### config.mk
export PLATFORM = sky130hd
export DESIGN_NAME = smol_rf_operand_fetch_flat
export DESIGN_NICKNAME = d
export VERILOG_FILES = /design/src/rtl/smol_rf_operand_fetch_pkg.sv /design/src/rtl/smol_rf_operand_fetch_if.sv /design/src/rtl/smol_rf_operand_fetch_scoreboard.sv /design/src/rtl/smol_rf_operand_fetch.sv /design/src/flat_wrapper.sv
export SDC_FILE = /design/constraint.sdc
export NUM_CORES = 1
export LEC_CHECK = 0
export ABC_CLOCK_PERIOD_IN_PS = 3700
export CORE_ASPECT_RATIO = 0.6
export CORE_MARGIN = 4
export CORE_UTILIZATION = 47
export DETAILED_ROUTE_END_ITERATION = 16
export PLACE_DENSITY = 0.87
export SYNTH_ARGS = -nofsm -noshare
export SYNTH_HDL_FRONTEND = slang
export SYNTH_HIERARCHICAL = 1
export SYNTH_SLANG_ARGS = --single-unit
### constraint.sdc
create_clock -name clk -period 3.7 [get_ports clk]
set_clock_uncertainty 0.1 [all_clocks]
set_input_delay 0.74 -clock clk [delete_from_list [all_inputs] [get_ports clk]]
set_output_delay 0.74 -clock clk [all_outputs]
set_load 0.1 [all_outputs]
### src/rtl/smol_rf_operand_fetch_pkg.sv
// Shared widths, types and FSM encoding for the smolRF operand-fetch block.
// Pure declarations: no latency, no flow control.
package smol_rf_operand_fetch_pkg;

  localparam int XLEN   = 32;
  localparam int NREGS  = 32;
  localparam int REG_AW = $clog2(NREGS);

  typedef logic [REG_AW-1:0] reg_addr_t;
  typedef logic [XLEN-1:0]   word_t;

  typedef enum logic [1:0] {
    IDLE = 2'd0,
    READ = 2'd1,
    HOLD = 2'd2
  } fetch_state_t;

  // True when a writeback in this cycle targets a real source register.
  function automatic logic wb_hits(input logic wb_vld, input reg_addr_t wb_addr,
                                   input reg_addr_t rs);
    return wb_vld && (wb_addr == rs) && (rs != '0);
  endfunction

  // x0 and unused sources read as zero; a captured writeback beats the stale RF read.
  function automatic word_t sel_operand(input logic use_src, input reg_addr_t rs,
                                        input logic byp, input word_t byp_dat,
                                        input word_t rf_dat);
    word_t op;
    if (!use_src || (rs == '0)) begin
      op = '0;
    end else if (byp) begin
      op = byp_dat;
    end else begin
      op = rf_dat;
    end
    return op;
  endfunction

endpackage

### src/rtl/smol_rf_operand_fetch_if.sv
// Bundles the issue, execute, writeback and smolRF port signals of the fetch block.
// master = operand-fetch side, slave = surrounding pipeline and register file.
interface smol_rf_operand_fetch_if;
  import smol_rf_operand_fetch_pkg::*;

  logic      in_valid;
  logic      in_ready;
  reg_addr_t in_rs1;
  reg_addr_t in_rs2;
  reg_addr_t in_rd;
  logic      in_use_rs1;
  logic      in_use_rs2;
  logic      in_wr_rd;

  logic      out_valid;
  logic      out_ready;
  word_t     out_op1;
  word_t     out_op2;
  reg_addr_t out_rd;

  logic      wb_valid;
  reg_addr_t wb_addr;
  word_t     wb_data;

  logic      rf_wEnable;
  reg_addr_t rf_wAddr;
  word_t     rf_wData;
  logic      rf_rEnable1;
  logic      rf_rEnable2;
  reg_addr_t rf_rAddr1;
  reg_addr_t rf_rAddr2;
  word_t     rf_rData1;
  word_t     rf_rData2;

  modport master (
    input  in_valid, in_rs1, in_rs2, in_rd, in_use_rs1, in_use_rs2, in_wr_rd,
    output in_ready,
    output out_valid, out_op1, out_op2, out_rd,
    input  out_ready,
    input  wb_valid, wb_addr, wb_data,
    output rf_wEnable, rf_wAddr, rf_wData,
    output rf_rEnable1, rf_rEnable2, rf_rAddr1, rf_rAddr2,
    input  rf_rData1, rf_rData2
  );

  modport slave (
    output in_valid, in_rs1, in_rs2, in_rd, in_use_rs1, in_use_rs2, in_wr_rd,
    input  in_ready,
    input  out_valid, out_op1, out_op2, out_rd,
    output out_ready,
    output wb_valid, wb_addr, wb_data,
    input  rf_wEnable, rf_wAddr, rf_wData,
    input  rf_rEnable1, rf_rEnable2, rf_rAddr1, rf_rAddr2,
    output rf_rData1, rf_rData2
  );

endinterface

### src/rtl/smol_rf_operand_fetch_scoreboard.sv
// Pending-write scoreboard: one busy bit per register, set on issue, cleared on writeback.
// Lookups are combinational and already see this cycle's writeback; no backpressure.
module smol_scoreboard
  import smol_rf_operand_fetch_pkg::*;
(
  input  logic      clk,
  input  logic      rst,
  input  logic      i_set_vld,
  input  reg_addr_t i_set_idx,
  input  logic      i_clr_vld,
  input  reg_addr_t i_clr_idx,
  input  reg_addr_t i_look1_idx,
  input  reg_addr_t i_look2_idx,
  output logic      o_look1_busy,
  output logic      o_look2_busy
);

  logic [NREGS-1:0] r_busy;
  logic [NREGS-1:0] w_set_mask;
  logic [NREGS-1:0] w_clr_mask;
  logic [NREGS-1:0] w_busy_nxt;

  always_comb begin
    w_set_mask = '0;
    w_clr_mask = '0;
    if (i_set_vld && (i_set_idx != '0)) begin
      w_set_mask[i_set_idx] = 1'b1;
    end
    if (i_clr_vld) begin
      w_clr_mask[i_clr_idx] = 1'b1;
    end
    // Set is applied after clear so a new producer outlives the old one's writeback.
    w_busy_nxt = (r_busy & ~w_clr_mask) | w_set_mask;
  end

  always_ff @(posedge clk or negedge rst) begin
    if (!rst) begin
      r_busy <= '0;
    end else begin
      r_busy <= w_busy_nxt;
    end
  end

  assign o_look1_busy = r_busy[i_look1_idx] && !w_clr_mask[i_look1_idx];
  assign o_look2_busy = r_busy[i_look2_idx] && !w_clr_mask[i_look2_idx];

endmodule

### src/rtl/smol_rf_operand_fetch.sv
// Operand fetch: issue to smolRF read ports, hazard stall, writeback forwarding and pass-through.
// Accept at edge N gives out_valid at N+2; in_ready drops on RAW hazards and outside IDLE.
module smol_rf_operand_fetch
  import smol_rf_operand_fetch_pkg::*;
(
  input logic                     clk,
  input logic                     rst,
  smol_rf_operand_fetch_if.master bus
);

  fetch_state_t r_state;
  fetch_state_t w_state_nxt;

  reg_addr_t r_rs1;
  reg_addr_t r_rs2;
  logic      r_use1;
  logic      r_use2;
  reg_addr_t r_rd;
  logic      r_byp1;
  logic      r_byp2;
  word_t     r_bypdat1;
  word_t     r_bypdat2;

  logic      r_out_vld;
  word_t     r_op1;
  word_t     r_op2;
  reg_addr_t r_out_rd;

  logic w_src1_pend;
  logic w_src2_pend;
  logic w_haz;
  logic w_in_rdy;
  logic w_accept;
  logic w_ren1;
  logic w_ren2;
  logic w_load_out;
  logic w_out_vld_nxt;

  smol_scoreboard u_scoreboard (
    .clk          (clk),
    .rst          (rst),
    .i_set_vld    (w_accept && bus.in_wr_rd),
    .i_set_idx    (bus.in_rd),
    .i_clr_vld    (bus.wb_valid),
    .i_clr_idx    (bus.wb_addr),
    .i_look1_idx  (bus.in_rs1),
    .i_look2_idx  (bus.in_rs2),
    .o_look1_busy (w_src1_pend),
    .o_look2_busy (w_src2_pend)
  );

  // A source being written back this cycle is not a hazard: it is captured as a bypass.
  assign w_haz = (bus.in_use_rs1 && (bus.in_rs1 != '0) && w_src1_pend) ||
                 (bus.in_use_rs2 && (bus.in_rs2 != '0) && w_src2_pend);

  always_comb begin
    w_state_nxt   = r_state;
    w_in_rdy      = 1'b0;
    w_accept      = 1'b0;
    w_ren1        = 1'b0;
    w_ren2        = 1'b0;
    w_load_out    = 1'b0;
    w_out_vld_nxt = r_out_vld;
    unique case (r_state)
      IDLE: begin
        w_in_rdy = !w_haz;
        w_ren1   = bus.in_valid && bus.in_use_rs1 && !w_haz;
        w_ren2   = bus.in_valid && bus.in_use_rs2 && !w_haz;
        w_accept = bus.in_valid && !w_haz;
        if (w_accept) begin
          w_state_nxt = READ;
        end
      end
      READ: begin
        w_load_out    = 1'b1;
        w_out_vld_nxt = 1'b1;
        w_state_nxt   = HOLD;
      end
      HOLD: begin
        if (bus.out_ready) begin
          w_out_vld_nxt = 1'b0;
          w_state_nxt   = IDLE;
        end
      end
      default: begin
        w_out_vld_nxt = 1'b0;
        w_state_nxt   = IDLE;
      end
    endcase
  end

  always_ff @(posedge clk or negedge rst) begin
    if (!rst) begin
      r_state <= IDLE;
    end else begin
      r_state <= w_state_nxt;
    end
  end

  always_ff @(posedge clk or negedge rst) begin
    if (!rst) begin
      r_rs1     <= '0;
      r_rs2     <= '0;
      r_use1    <= 1'b0;
      r_use2    <= 1'b0;
      r_rd      <= '0;
      r_byp1    <= 1'b0;
      r_byp2    <= 1'b0;
      r_bypdat1 <= '0;
      r_bypdat2 <= '0;
    end else if (w_accept) begin
      r_rs1     <= bus.in_rs1;
      r_rs2     <= bus.in_rs2;
      r_use1    <= bus.in_use_rs1;
      r_use2    <= bus.in_use_rs2;
      r_rd      <= bus.in_rd;
      r_byp1    <= wb_hits(bus.wb_valid, bus.wb_addr, bus.in_rs1);
      r_byp2    <= wb_hits(bus.wb_valid, bus.wb_addr, bus.in_rs2);
      r_bypdat1 <= bus.wb_data;
      r_bypdat2 <= bus.wb_data;
    end
  end

  always_ff @(posedge clk or negedge rst) begin
    if (!rst) begin
      r_out_vld <= 1'b0;
      r_op1     <= '0;
      r_op2     <= '0;
      r_out_rd  <= '0;
    end else begin
      r_out_vld <= w_out_vld_nxt;
      if (w_load_out) begin
        r_op1    <= sel_operand(r_use1, r_rs1, r_byp1, r_bypdat1, bus.rf_rData1);
        r_op2    <= sel_operand(r_use2, r_rs2, r_byp2, r_bypdat2, bus.rf_rData2);
        r_out_rd <= r_rd;
      end
    end
  end

  assign bus.in_ready    = w_in_rdy;
  assign bus.out_valid   = r_out_vld;
  assign bus.out_op1     = r_op1;
  assign bus.out_op2     = r_op2;
  assign bus.out_rd      = r_out_rd;

  assign bus.rf_wEnable  = bus.wb_valid && (bus.wb_addr != '0);
  assign bus.rf_wAddr    = bus.wb_addr;
  assign bus.rf_wData    = bus.wb_data;

  assign bus.rf_rEnable1 = w_ren1;
  assign bus.rf_rEnable2 = w_ren2;
  assign bus.rf_rAddr1   = bus.in_rs1;
  assign bus.rf_rAddr2   = bus.in_rs2;

endmodule

### src/flat_wrapper.sv
// flat-port wrapper written by rule: the top's interface ports become plain ports
module smol_rf_operand_fetch_flat import smol_rf_operand_fetch_pkg::*;
  (clk, rst, bus_in_valid, bus_in_rs1, bus_in_rs2, bus_in_rd, bus_in_use_rs1, bus_in_use_rs2, bus_in_wr_rd, bus_in_ready, bus_out_valid, bus_out_op1, bus_out_op2, bus_out_rd, bus_out_ready, bus_wb_valid, bus_wb_addr, bus_wb_data, bus_rf_wEnable, bus_rf_wAddr, bus_rf_wData, bus_rf_rEnable1, bus_rf_rEnable2, bus_rf_rAddr1, bus_rf_rAddr2, bus_rf_rData1, bus_rf_rData2);
  smol_rf_operand_fetch_if bus_i ();
  input logic clk;
  input logic rst;
  input wire logic [$bits(bus_i.in_valid)-1:0] bus_in_valid;
  input wire logic [$bits(bus_i.in_rs1)-1:0] bus_in_rs1;
  input wire logic [$bits(bus_i.in_rs2)-1:0] bus_in_rs2;
  input wire logic [$bits(bus_i.in_rd)-1:0] bus_in_rd;
  input wire logic [$bits(bus_i.in_use_rs1)-1:0] bus_in_use_rs1;
  input wire logic [$bits(bus_i.in_use_rs2)-1:0] bus_in_use_rs2;
  input wire logic [$bits(bus_i.in_wr_rd)-1:0] bus_in_wr_rd;
  output wire logic [$bits(bus_i.in_ready)-1:0] bus_in_ready;
  output wire logic [$bits(bus_i.out_valid)-1:0] bus_out_valid;
  output wire logic [$bits(bus_i.out_op1)-1:0] bus_out_op1;
  output wire logic [$bits(bus_i.out_op2)-1:0] bus_out_op2;
  output wire logic [$bits(bus_i.out_rd)-1:0] bus_out_rd;
  input wire logic [$bits(bus_i.out_ready)-1:0] bus_out_ready;
  input wire logic [$bits(bus_i.wb_valid)-1:0] bus_wb_valid;
  input wire logic [$bits(bus_i.wb_addr)-1:0] bus_wb_addr;
  input wire logic [$bits(bus_i.wb_data)-1:0] bus_wb_data;
  output wire logic [$bits(bus_i.rf_wEnable)-1:0] bus_rf_wEnable;
  output wire logic [$bits(bus_i.rf_wAddr)-1:0] bus_rf_wAddr;
  output wire logic [$bits(bus_i.rf_wData)-1:0] bus_rf_wData;
  output wire logic [$bits(bus_i.rf_rEnable1)-1:0] bus_rf_rEnable1;
  output wire logic [$bits(bus_i.rf_rEnable2)-1:0] bus_rf_rEnable2;
  output wire logic [$bits(bus_i.rf_rAddr1)-1:0] bus_rf_rAddr1;
  output wire logic [$bits(bus_i.rf_rAddr2)-1:0] bus_rf_rAddr2;
  input wire logic [$bits(bus_i.rf_rData1)-1:0] bus_rf_rData1;
  input wire logic [$bits(bus_i.rf_rData2)-1:0] bus_rf_rData2;
  assign bus_i.in_valid = bus_in_valid;
  assign bus_i.in_rs1 = bus_in_rs1;
  assign bus_i.in_rs2 = bus_in_rs2;
  assign bus_i.in_rd = bus_in_rd;
  assign bus_i.in_use_rs1 = bus_in_use_rs1;
  assign bus_i.in_use_rs2 = bus_in_use_rs2;
  assign bus_i.in_wr_rd = bus_in_wr_rd;
  assign bus_in_ready = bus_i.in_ready;
  assign bus_out_valid = bus_i.out_valid;
  assign bus_out_op1 = bus_i.out_op1;
  assign bus_out_op2 = bus_i.out_op2;
  assign bus_out_rd = bus_i.out_rd;
  assign bus_i.out_ready = bus_out_ready;
  assign bus_i.wb_valid = bus_wb_valid;
  assign bus_i.wb_addr = bus_wb_addr;
  assign bus_i.wb_data = bus_wb_data;
  assign bus_rf_wEnable = bus_i.rf_wEnable;
  assign bus_rf_wAddr = bus_i.rf_wAddr;
  assign bus_rf_wData = bus_i.rf_wData;
  assign bus_rf_rEnable1 = bus_i.rf_rEnable1;
  assign bus_rf_rEnable2 = bus_i.rf_rEnable2;
  assign bus_rf_rAddr1 = bus_i.rf_rAddr1;
  assign bus_rf_rAddr2 = bus_i.rf_rAddr2;
  assign bus_i.rf_rData1 = bus_rf_rData1;
  assign bus_i.rf_rData2 = bus_rf_rData2;
  smol_rf_operand_fetch u_core (.clk(clk), .rst(rst), .bus(bus_i));
endmodule
# Word level (Yosys, flattened, before mapping)
# Cells that the tools add are included.
[word_totals] mem_bits_rw=0 latchBits=0 mem_bits_ro=0 memories=0 regBits=155 wordCells=95 input_bits=124
[classes] n_addsub=0 n_mux=28 n_shift=0 div_mod_pow=0 magnitude_cmp=6 n_mul=0 n_reduce_logical=37 n_eq_ne=6 bitwise_logic=4
[op_table] cell="$mux 32" count=6
[op_table] cell="$and 32x32->32" count=1
[op_table] cell="$not 32->32" count=1
[op_table] cell="$or 32x32->32" count=1
[op_table] cell="$lt 5x6->1 const B" count=4
[op_table] cell="$bmux 1 s5" count=4
[op_table] cell="$logic_and 1x1->1" count=20
[op_table] cell="$reduce_bool 5->1" count=4
[op_table] cell="$mux 1" count=12
[op_table] cell="$demux 1 s5" count=2
[op_table] cell="$eq 5x5->1" count=2
[op_table] cell="$ge 5x1->1 const B" count=2
[op_table] cell="$logic_not 5->1" count=2
[op_table] cell="$pmux 2 s3" count=1
[op_table] cell="$logic_not 1->1" count=5
[op_table] cell="$mux 2" count=2
[op_table] cell="$reduce_and 2->1" count=2
[op_table] cell="$logic_or 1x1->1" count=3
[op_table] cell="$pmux 1 s3" count=1
[op_table] cell="$eq 2x1->1 const B" count=1
[op_table] cell="$eq 2x2->1 const B" count=1
[op_table] cell="$logic_not 2->1" count=1
[op_table] cell="$ne 2x1->1 const B" count=1
[op_table] cell="$ne 2x2->1 const B" count=1
[op_table] cell="$not 1->1" count=1

# Depth between registers and ports, before layout
# Gate-level depths: netlist (run 1).
[depth] word_depth=18 depth_mapped=12 ltp_nobuf=10

# Hierarchy
# The synthesis (run 1) kept the hierarchy.
[modules_own_cells] mod="smol_rf_operand_fetch" area_each_um2=5829.3 instances=1 cells_per_inst=495 seq_area_each_um2=3078.0
[modules_own_cells] mod="smol_scoreboard" area_each_um2=2067.0 instances=1 cells_per_inst=204 seq_area_each_um2=800.8

# Worst setup path after synthesis (run 1)
# Ideal clock, no wire load.
[synth_path] kind="in2out" from="input bus_in_rs2[0]" to="output bus_in_ready" setup_slack_ps=-1201 arrival_ps=4061 cell_stages=9 required_ps=2860 cell_sequence="buf_6 > mux4_1 > mux2i_1 > nor2_1 > a311oi_1 > a211oi_1 > nand2_1 > o22ai_1 > nor3_1"
[synth_via] elab_chain_cells=8
[synth_lines] element="start: declaration" line="flat_wrapper.sv:9" source="input wire logic [$bits(bus_i.in_rs2)-1:0] bus_in_rs2;"
[synth_lines] element="$bmux 1 s5" line="smol_rf_operand_fetch_scoreboard.sv:45" source="assign o_look2_busy = r_busy[i_look2_idx] && !w_clr_mask[i_look2_idx];"
[synth_lines] element="$mux 1 (not written as such)" line="smol_rf_operand_fetch_scoreboard.sv:45"
[synth_lines] element="$logic_not 1->1" line="smol_rf_operand_fetch_scoreboard.sv:45"
[synth_lines] element="$logic_and 1x1->1 (*)" line="smol_rf_operand_fetch_scoreboard.sv:45"
[synth_lines] element="via u_core.w_src2_pend" line="smol_rf_operand_fetch.sv:30" source="logic w_src2_pend;"
[synth_lines] element="$logic_and 1x1->1 (*)" line="smol_rf_operand_fetch.sv:54" source="(bus.in_use_rs2 && (bus.in_rs2 != '0) && w_src2_pend);"
[synth_lines] element="$logic_or 1x1->1 (*)" line="smol_rf_operand_fetch.sv:53" source="assign w_haz = (bus.in_use_rs1 && (bus.in_rs1 != '0) && w_src1_pend) ||"
[synth_lines] element="$logic_not 1->1 (*)" line="smol_rf_operand_fetch.sv:66" source="w_in_rdy = !w_haz;"
[synth_lines] element="$mux 1 (*)" line="smol_rf_operand_fetch.sv:64" source="unique case (r_state)"
[synth_lines] element="end: declaration" line="flat_wrapper.sv:14" source="output wire logic [$bits(bus_i.in_ready)-1:0] bus_in_ready;"
# The timed path passes the listed nets; every way through them passes the cells marked *. The select of a mux whose other input is x is not followed.

# Final worst setup path (run 1)
[layout_path] from="input bus_in_rs2[3]" to="output bus_rf_rEnable2"
[layout_via] elab_chain_cells=9
[layout_lines] element="$bmux 1 s5" line="smol_rf_operand_fetch_scoreboard.sv:45"
[layout_lines] element="$mux 1 (not written as such)" line="smol_rf_operand_fetch_scoreboard.sv:45"
[layout_lines] element="$logic_not 1->1" line="smol_rf_operand_fetch_scoreboard.sv:45"
[layout_lines] element="$logic_and 1x1->1 (*)" line="smol_rf_operand_fetch_scoreboard.sv:45"
[layout_lines] element="via u_core.w_src2_pend" line="smol_rf_operand_fetch.sv:30"
[layout_lines] element="$logic_and 1x1->1 (*)" line="smol_rf_operand_fetch.sv:54"
[layout_lines] element="$logic_or 1x1->1 (*)" line="smol_rf_operand_fetch.sv:53"
[layout_lines] element="$logic_not 1->1 (*)" line="smol_rf_operand_fetch.sv:68" source="w_ren2 = bus.in_valid && bus.in_use_rs2 && !w_haz;"
[layout_lines] element="$logic_and 1x1->1 (*)" line="smol_rf_operand_fetch.sv:68"
[layout_lines] element="$mux 1 (*)" line="smol_rf_operand_fetch.sv:64"
[layout_lines] element="end: declaration" line="flat_wrapper.sv:27" source="output wire logic [$bits(bus_i.rf_rEnable2)-1:0] bus_rf_rEnable2;"
# Marks and branches as above.

==> impl_metrics.json, run 1 <==
{
  "status": "complete, no violations",
  "cap_violations": 0,
  "core-area_mm2": 0.0164,
  "syn_inst": 699,
  "place_area_mm2": 0.0105,
  "cp-start-kind": "input pin",
  "fin_util_pct": 68.5,
  "synthFlopType": "dfrtp_1",
  "viasPerCell": 5.61,
  "fmax_mhz": 275,
  "ios": 245,
  "slew_violations": 0,
  "clock_latency_ps": 410,
  "async_flop_share_pct": 100,
  "routed_wl_mm": 24.1,
  "endpoint": "bus_rf_rEnable2",
  "drtIter0Drc": 607,
  "antenna_cells": 0,
  "dp_cells": 1133,
  "synth_edf_count": 0,
  "yosys-top-cells-area": "dfrtp_1 (49%), mux2i_1 (9.6%), mux2_1 (6.6%)",
  "final-setup-viol-count": 0,
  "port_buffers": 244,
  "worstReg2RegEnd": "u_core/u_scoreboard/r_busy[8]$_DFF_PN0_",
  "drc_errors": 0,
  "place.gp.congestion": 0.931,
  "cts_tree": "built",
  "path_class": "input pin to output port",
  "die_y_um": 108,
  "rows": 36,
  "p_leak_uw": 0.00466,
  "worst_pin_slew_ps": 1110,
  "cts_buffers": 17,
  "ys_types": 49,
  "h-tree-depth": 4,
  "grt_pass1_vias": 6590,
  "synth.top_cells.by_count": "dfrtp_1 (155), mux2i_1 (76), nand2_1 (75), o21ai_0 (64), o31ai_1 (64)",
  "avgSynthCellArea_um2": 11.3,
  "die_width_um": 175,
  "grt-ovfl-total": 0,
  "wire_per_inst_um": 20.6,
  "yosysMostFrequentCell": "dfrtp_1",
  "cts-root-buf": "clkbuf_16",
  "grt_pass1_wl_mm": 36.9,
  "syn_nets": 823,
  "peakVddDrop_mv": 0.644,
  "syn_area_mm2": 0.00790,
  "critPathRequiredTime_ps": 2860,
  "dr.pass1.iters": 5,
  "clockBufferDepth": 2,
  "finalHoldViolations": 0,
  "power_density_mw_per_mm2": 800,
  "fp.dieArea_mm2": 0.0190,
  "synth_largest_area_cell": "dfrtp_1",
  "clock_sinks": 155,
  "r2r_slack_ps": 290,
  "synthToLayoutAreaGrowth_pct": 41.8,
  "clk_pin_slew_ps": 60,
  "slew_headroom_pct": 25.9,
  "layout.cells.non_filler": 1167,
  "yosysWarnings": 6,
  "final_cell_area_mm2": 0.0112,
  "min_period_ps": 3640,
  "nets": 1051,
  "fin_crit_sh_pct": 98.4,
  "startpoint": "bus_in_rs2[3]",
  "routed-via-count": 6550,
  "drive_gt1_share_pct": 20.3,
  "initial_utilization_pct": 48.3,
  "grt_max_degree": 89,
  "crit_arrival_ps": 2800,
  "synth_top_area_share_pct": 49.1,
  "track_usage_pct": 24.7,
  "timing.rr.start": "u_core/u_scoreboard/r_busy[3]$_DFF_PN0_",
  "antenna_found_initial": 0,
  "yosys_register_bits": 155,
  "ant_nets": 0,
  "hp-class": "input pin to async pin",
  "critPathMaxFanout": 9,
  "crit_path_end_kind": "output port",
  "dp_hpwl_mm": 17.5,
  "worst_r2r_path_depth": 13,
  "p_total_uw": 8950,
  "yosysSeqAreaShare_pct": 49.1
}
-- report_power, final --
group / total [uW] / internal, uW / switching, uW
Clock: 1710 / 961 / 746
Sequential: 2790 / 2310 / 476
Combinational: 4450 / 1230 / 3220
-- stage by stage --
step	TNS [ps]	setup WS (ps)	hold slack, ps
after floorplan	-608	-304	344
after global placement	-23560	-388	358
after detailed placement	-31790	-515	365
after CTS	0	1.73	272
after global routing	-38.0	-24.5	284
final	0	58.8	250
-- layout by cell type, fill, tap and decap left out, types with 6 or more instances in the layout --
master / instances
inv_6: 6
clkbuf_16: 17
buf_12: 12
o31ai_1: 64
o21ai_0: 64
dfrtp_1: 153
mux2i_1: 76
mux2_2: 13
nand2_1: 74
nand3b_1: 10
nand3_1: 7
buf_4: 93
xnor2_1: 11
nor2_1: 12
clkdlybuf4s50_1: 180
mux2_1: 46
-- per-layer routing --
layer  GRT usage, %  vias to the layer above  wire (um)
met5              0                        -          0
met2           38.3                      336      11000
met1           34.9                     3235      10600
met3           8.07                       18       2290
li1               -                     2961          -
met4           4.03                        0        210
-- state kept, by name, indices dropped and copies added (netlist names), 2 cells and up --
register                    flops
u_core/r_state                  2
u_core/r_rs2                    5
u_core/bus.out_op2             32
u_core/r_bypdat2               32
u_core/r_rd                     5
u_core/u_scoreboard/r_busy     32
u_core/r_rs1                    5
u_core/bus.out_op1             32
u_core/bus.out_rd               5
-- worst min path at each step --
stage,startpoint,to,cells after the start
final,rst,u_core/r_bypdat2[28]$_DFFE_PN0P_,1
after global routing,rst,u_core/bus.out_op2[28]$_DFFE_PN0P_,1
after CTS,rst,u_core/bus.out_op2[21]$_DFFE_PN0P_,1
after detailed placement,u_core/bus.out_op1[10]$_DFFE_PN0P_,u_core/bus.out_op1[10]$_DFFE_PN0P_,2
after global placement,u_core/bus.out_op2[20]$_DFFE_PN0P_,u_core/bus.out_op2[20]$_DFFE_PN0P_,2
after floorplan,rst,u_core/bus.out_op1[0]$_DFFE_PN0P_,0
-- cell type report --
class,instances,area [um^2]
fill,1215,5150
multi-input combinational,449,3560
clock inverter,13,133
tap,228,285
sequential,155,3880
inverter,4,15.0
clock buffer,18,439
timing repair buffer,300,2890
-- cells by family after synthesis --
family          synth area share [%]
compound gates                  12.4
simple gates                    8.26
flops                           49.1
xor+xnor                        2.00
mux                             20.9
buf+inv                         7.38
-- worst max-delay path: stages --
cell	delay, ps
clkdlybuf4s50_1	720
o2111ai_1	170
and3_1	230
a211oi_2	250
nand2_2	130
o221ai_4	310
nor2_4	80
buf_12	170
-- what timing repair did --
item | in CTS | in global routing
resized for setup | 27 | 21
hold buffers | 0 | 0
endpoints found under the setup margin | 10 | 4
setup buffers | 1 | 2
pin swaps | 7 | 8
Note: power is estimated with default switching activity, not from simulation.
==> inputs of run 2 (changes only) <==
--- a/config.mk
+++ b/config.mk
@@ -5,10 +5,11 @@
 export SDC_FILE = /design/constraint.sdc
 export NUM_CORES = 1
 export LEC_CHECK = 0
+export ABC_AREA = 1
 export ABC_CLOCK_PERIOD_IN_PS = 3700
 export CORE_ASPECT_RATIO = 0.6
 export CORE_MARGIN = 4
-export CORE_UTILIZATION = 47
+export CORE_UTILIZATION = 49
 export DETAILED_ROUTE_END_ITERATION = 16
 export PLACE_DENSITY = 0.87
 export SYNTH_ARGS = -nofsm -noshare
==> run 2 against run 1 <==
Clock power is essentially flat. Final cell count grew 52%. Count of clock-buffer cells in the layout is the same. Sequential share of layout area shrank 5.3 points. Maximum frequency is essentially flat. Wire length grew 46%. Hold slack lost 16 ps. Die area grew 9.2%. Global-route usage grew 7.4 points. Largest cell class is now multi-input gates. Highest routed layer unchanged.
==> impl_metrics.json, run 2 <==
{
  "status": "complete, no violations",
  "final-setup-viol-count": 0,
  "core-area_mm2": 0.0181,
  "clock_latency_ps": 420,
  "p_leak_uw": 0.00608,
  "syn_area_mm2": 0.00904,
  "yosysSeqAreaShare_pct": 42.9,
  "worstPathCellList": "clkdlybuf4s50_1 > inv_1 > nand3_1 > a21boi_1 > buf_4 > nand3_1 > nand2_1 > nand2_1 > inv_1 > nand2_2 > buf_4 > nand2_2 > nor3_4 > buf_12",
  "synth_edf_count": 0,
  "min_period_ps": 3640,
  "synthToLayoutAreaGrowth_pct": 46.1,
  "place_area_mm2": 0.0121,
  "track_usage_pct": 32.1,
  "synth.top_cells.by_count": "nand2_1 (384), dfrtp_1 (155), nand3_1 (149), inv_1 (102), o211ai_1 (70)",
  "antenna_found_initial": 0,
  "async_flop_share_pct": 100,
  "cp-start-kind": "input pin",
  "wire_per_inst_um": 19.8,
  "crit_path_end_kind": "output port",
  "grt_pass1_vias": 9228,
  "worst_hold_slack_ps": 233,
  "grt_max_degree": 75,
  "crit_slowest_cell": "clkdlybuf4s50_1",
  "syn_inst": 1232,
  "grt-ovfl-total": 0,
  "drtIter0Drc": 1436,
  "slew_violations": 0,
  "clk_pin_slew_ps": 70,
  "synthFlopType": "dfrtp_1",
  "critPathRequiredTime_ps": 2860,
  "avgSynthCellArea_um2": 7.34,
  "slowest_delay_ps": 620,
  "port_buffers": 244,
  "hp-class": "input pin to async pin",
  "fp.dieArea_mm2": 0.0208,
  "ios": 245,
  "yosys_register_bits": 155,
  "peakVddDrop_mv": 0.682,
  "die_y_um": 113,
  "final_cell_area_mm2": 0.0132,
  "final.setup.worst_slack_ps": 59.5,
  "rows": 38,
  "synth_largest_area_cell": "dfrtp_1",
  "synth_top_area_share_pct": 42.9,
  "crit_arrival_ps": 2800,
  "h-tree-depth": 4,
  "ant_nets": 0,
  "power_density_mw_per_mm2": 785,
  "yosysMostFrequentCell": "nand2_1",
  "path_class": "input pin to output port",
  "cts-root-buf": "clkbuf_16",
  "drive_gt1_share_pct": 20.2,
  "cap_violations": 0,
  "drc_errors": 0,
  "dr.pass1.iters": 8,
  "cts_tree": "built",
  "clock_sinks": 155,
  "dp_hpwl_mm": 24.9,
  "initial_utilization_pct": 50.0,
  "die_width_um": 183,
  "fin_setup_tns_ps": 0,
  "fmax_mhz": 275,
  "worst_r2r_path_depth": 24,
  "finalHoldViolations": 0,
  "antenna_cells": 0,
  "worst_pin_slew_ps": 1070,
  "cts_buffers": 17,
  "grt_pass1_wl_mm": 52.0,
  "slew_headroom_pct": 28.8,
  "fin_crit_sh_pct": 98.4,
  "routed_wl_mm": 35.1,
  "most-common-layout-cells": "nand2_1 (382), clkdlybuf4s50_1 (180), buf_4 (157)",
  "final_common_cell": "nand2_1",
  "fin_util_pct": 73.1,
  "ctsHoldBuffers": 0,
  "critPathMaxFanout": 4,
  "routed-via-count": 10136,
  "yosys-top-cells-area": "dfrtp_1 (43%), nand2_1 (16%), nand3_1 (8.3%)",
  "nets": 1640,
  "syn_nets": 1356,
  "clockBufferDepth": 2,
  "dp_slack_ps": -502,
  "place.gp.congestion": 0.991,
  "yosysWarnings": 6,
  "ys_types": 27,
  "viasPerCell": 5.73
}
## run 2: path summary, 6_finish.rpt
path / slack, ps / to / start
worst max register to register: 550 / u_core/r_use2$_DFFE_PN0P_ / u_core/u_scoreboard/r_busy[25]$_DFF_PN0_
worst min register to register: 370 / u_core/bus.out_rd[4]$_DFFE_PN0P_ / u_core/bus.out_rd[4]$_DFFE_PN0P_
max in group asynchronous: 2370 / u_core/r_bypdat2[0]$_DFFE_PN0P_ / rst
min in group clk: 370 / u_core/bus.out_rd[4]$_DFFE_PN0P_ / u_core/bus.out_rd[4]$_DFFE_PN0P_
worst min-delay path: 230 / u_core/bus.out_op1[26]$_DFFE_PN0P_ / rst
worst max-delay path: 60 / bus_in_ready / bus_in_rs1[3]
## run 2: final cells by class
class | count | area (um^2)
sequential | 155 | 3880
clock inverter | 14 | 150
clock buffer | 18 | 429
timing repair buffer | 389 | 3770
tap | 240 | 300
multi-input combinational | 845 | 4250
fill | 1412 | 4860
inverter | 108 | 419
## run 2: report_power, final
group          switching [uW]  internal [uW]  leakage, uW  total (uW)
clock network             811            904     0.000277        1710
registers                 435           2400      0.00199        2830
logic                    4400           1410      0.00381        5810
total                    5650           4710      0.00608       10400
## run 2: critical path, delay by kind of cell
kind / cells / cell delay [ps]
AOI/OAI and AO/OA: 1 / 90
and+or+nand+nor: 7 / 740
buffers and inverters: 6 / 1240
## run 2: timing repair
item | in CTS | in global routing
setup endpoints to repair | 31 | 4
buffers inserted | 14 | 10
pin swaps | 3 | 23
gates cloned | 0 | 2
gates resized for setup | 40 | 102
## run 2: logic make-up (layout without fill, tap and decap cells)
logic type	Yosys count	count (layout)	share of synthesized area [%]
compound gates	201	201	13.5
buf+inv	232	529	13.0
simple gates	644	644	30.6
flops	155	155	42.9
## run 2: per-layer routing
metal	global-route usage (%)	vias to the layer above	part of all wire [%]
met4	6.35	0	1.3
met1	48.6	4766	43
met3	9.60	56	13
met2	45.8	678	42
met5	0	-	0
li1	-	4636	-
## run 2: stage by stage
| step | power, uW | instances |
|---|---|---|
| floorplan | 6950 | 1232 |
| global placement | 8420 | 1712 |
| detailed placement | 8530 | 1712 |
| CTS | 10300 | 1758 |
| global route | 10800 | 1769 |
| finish | 10400 | 1769 |
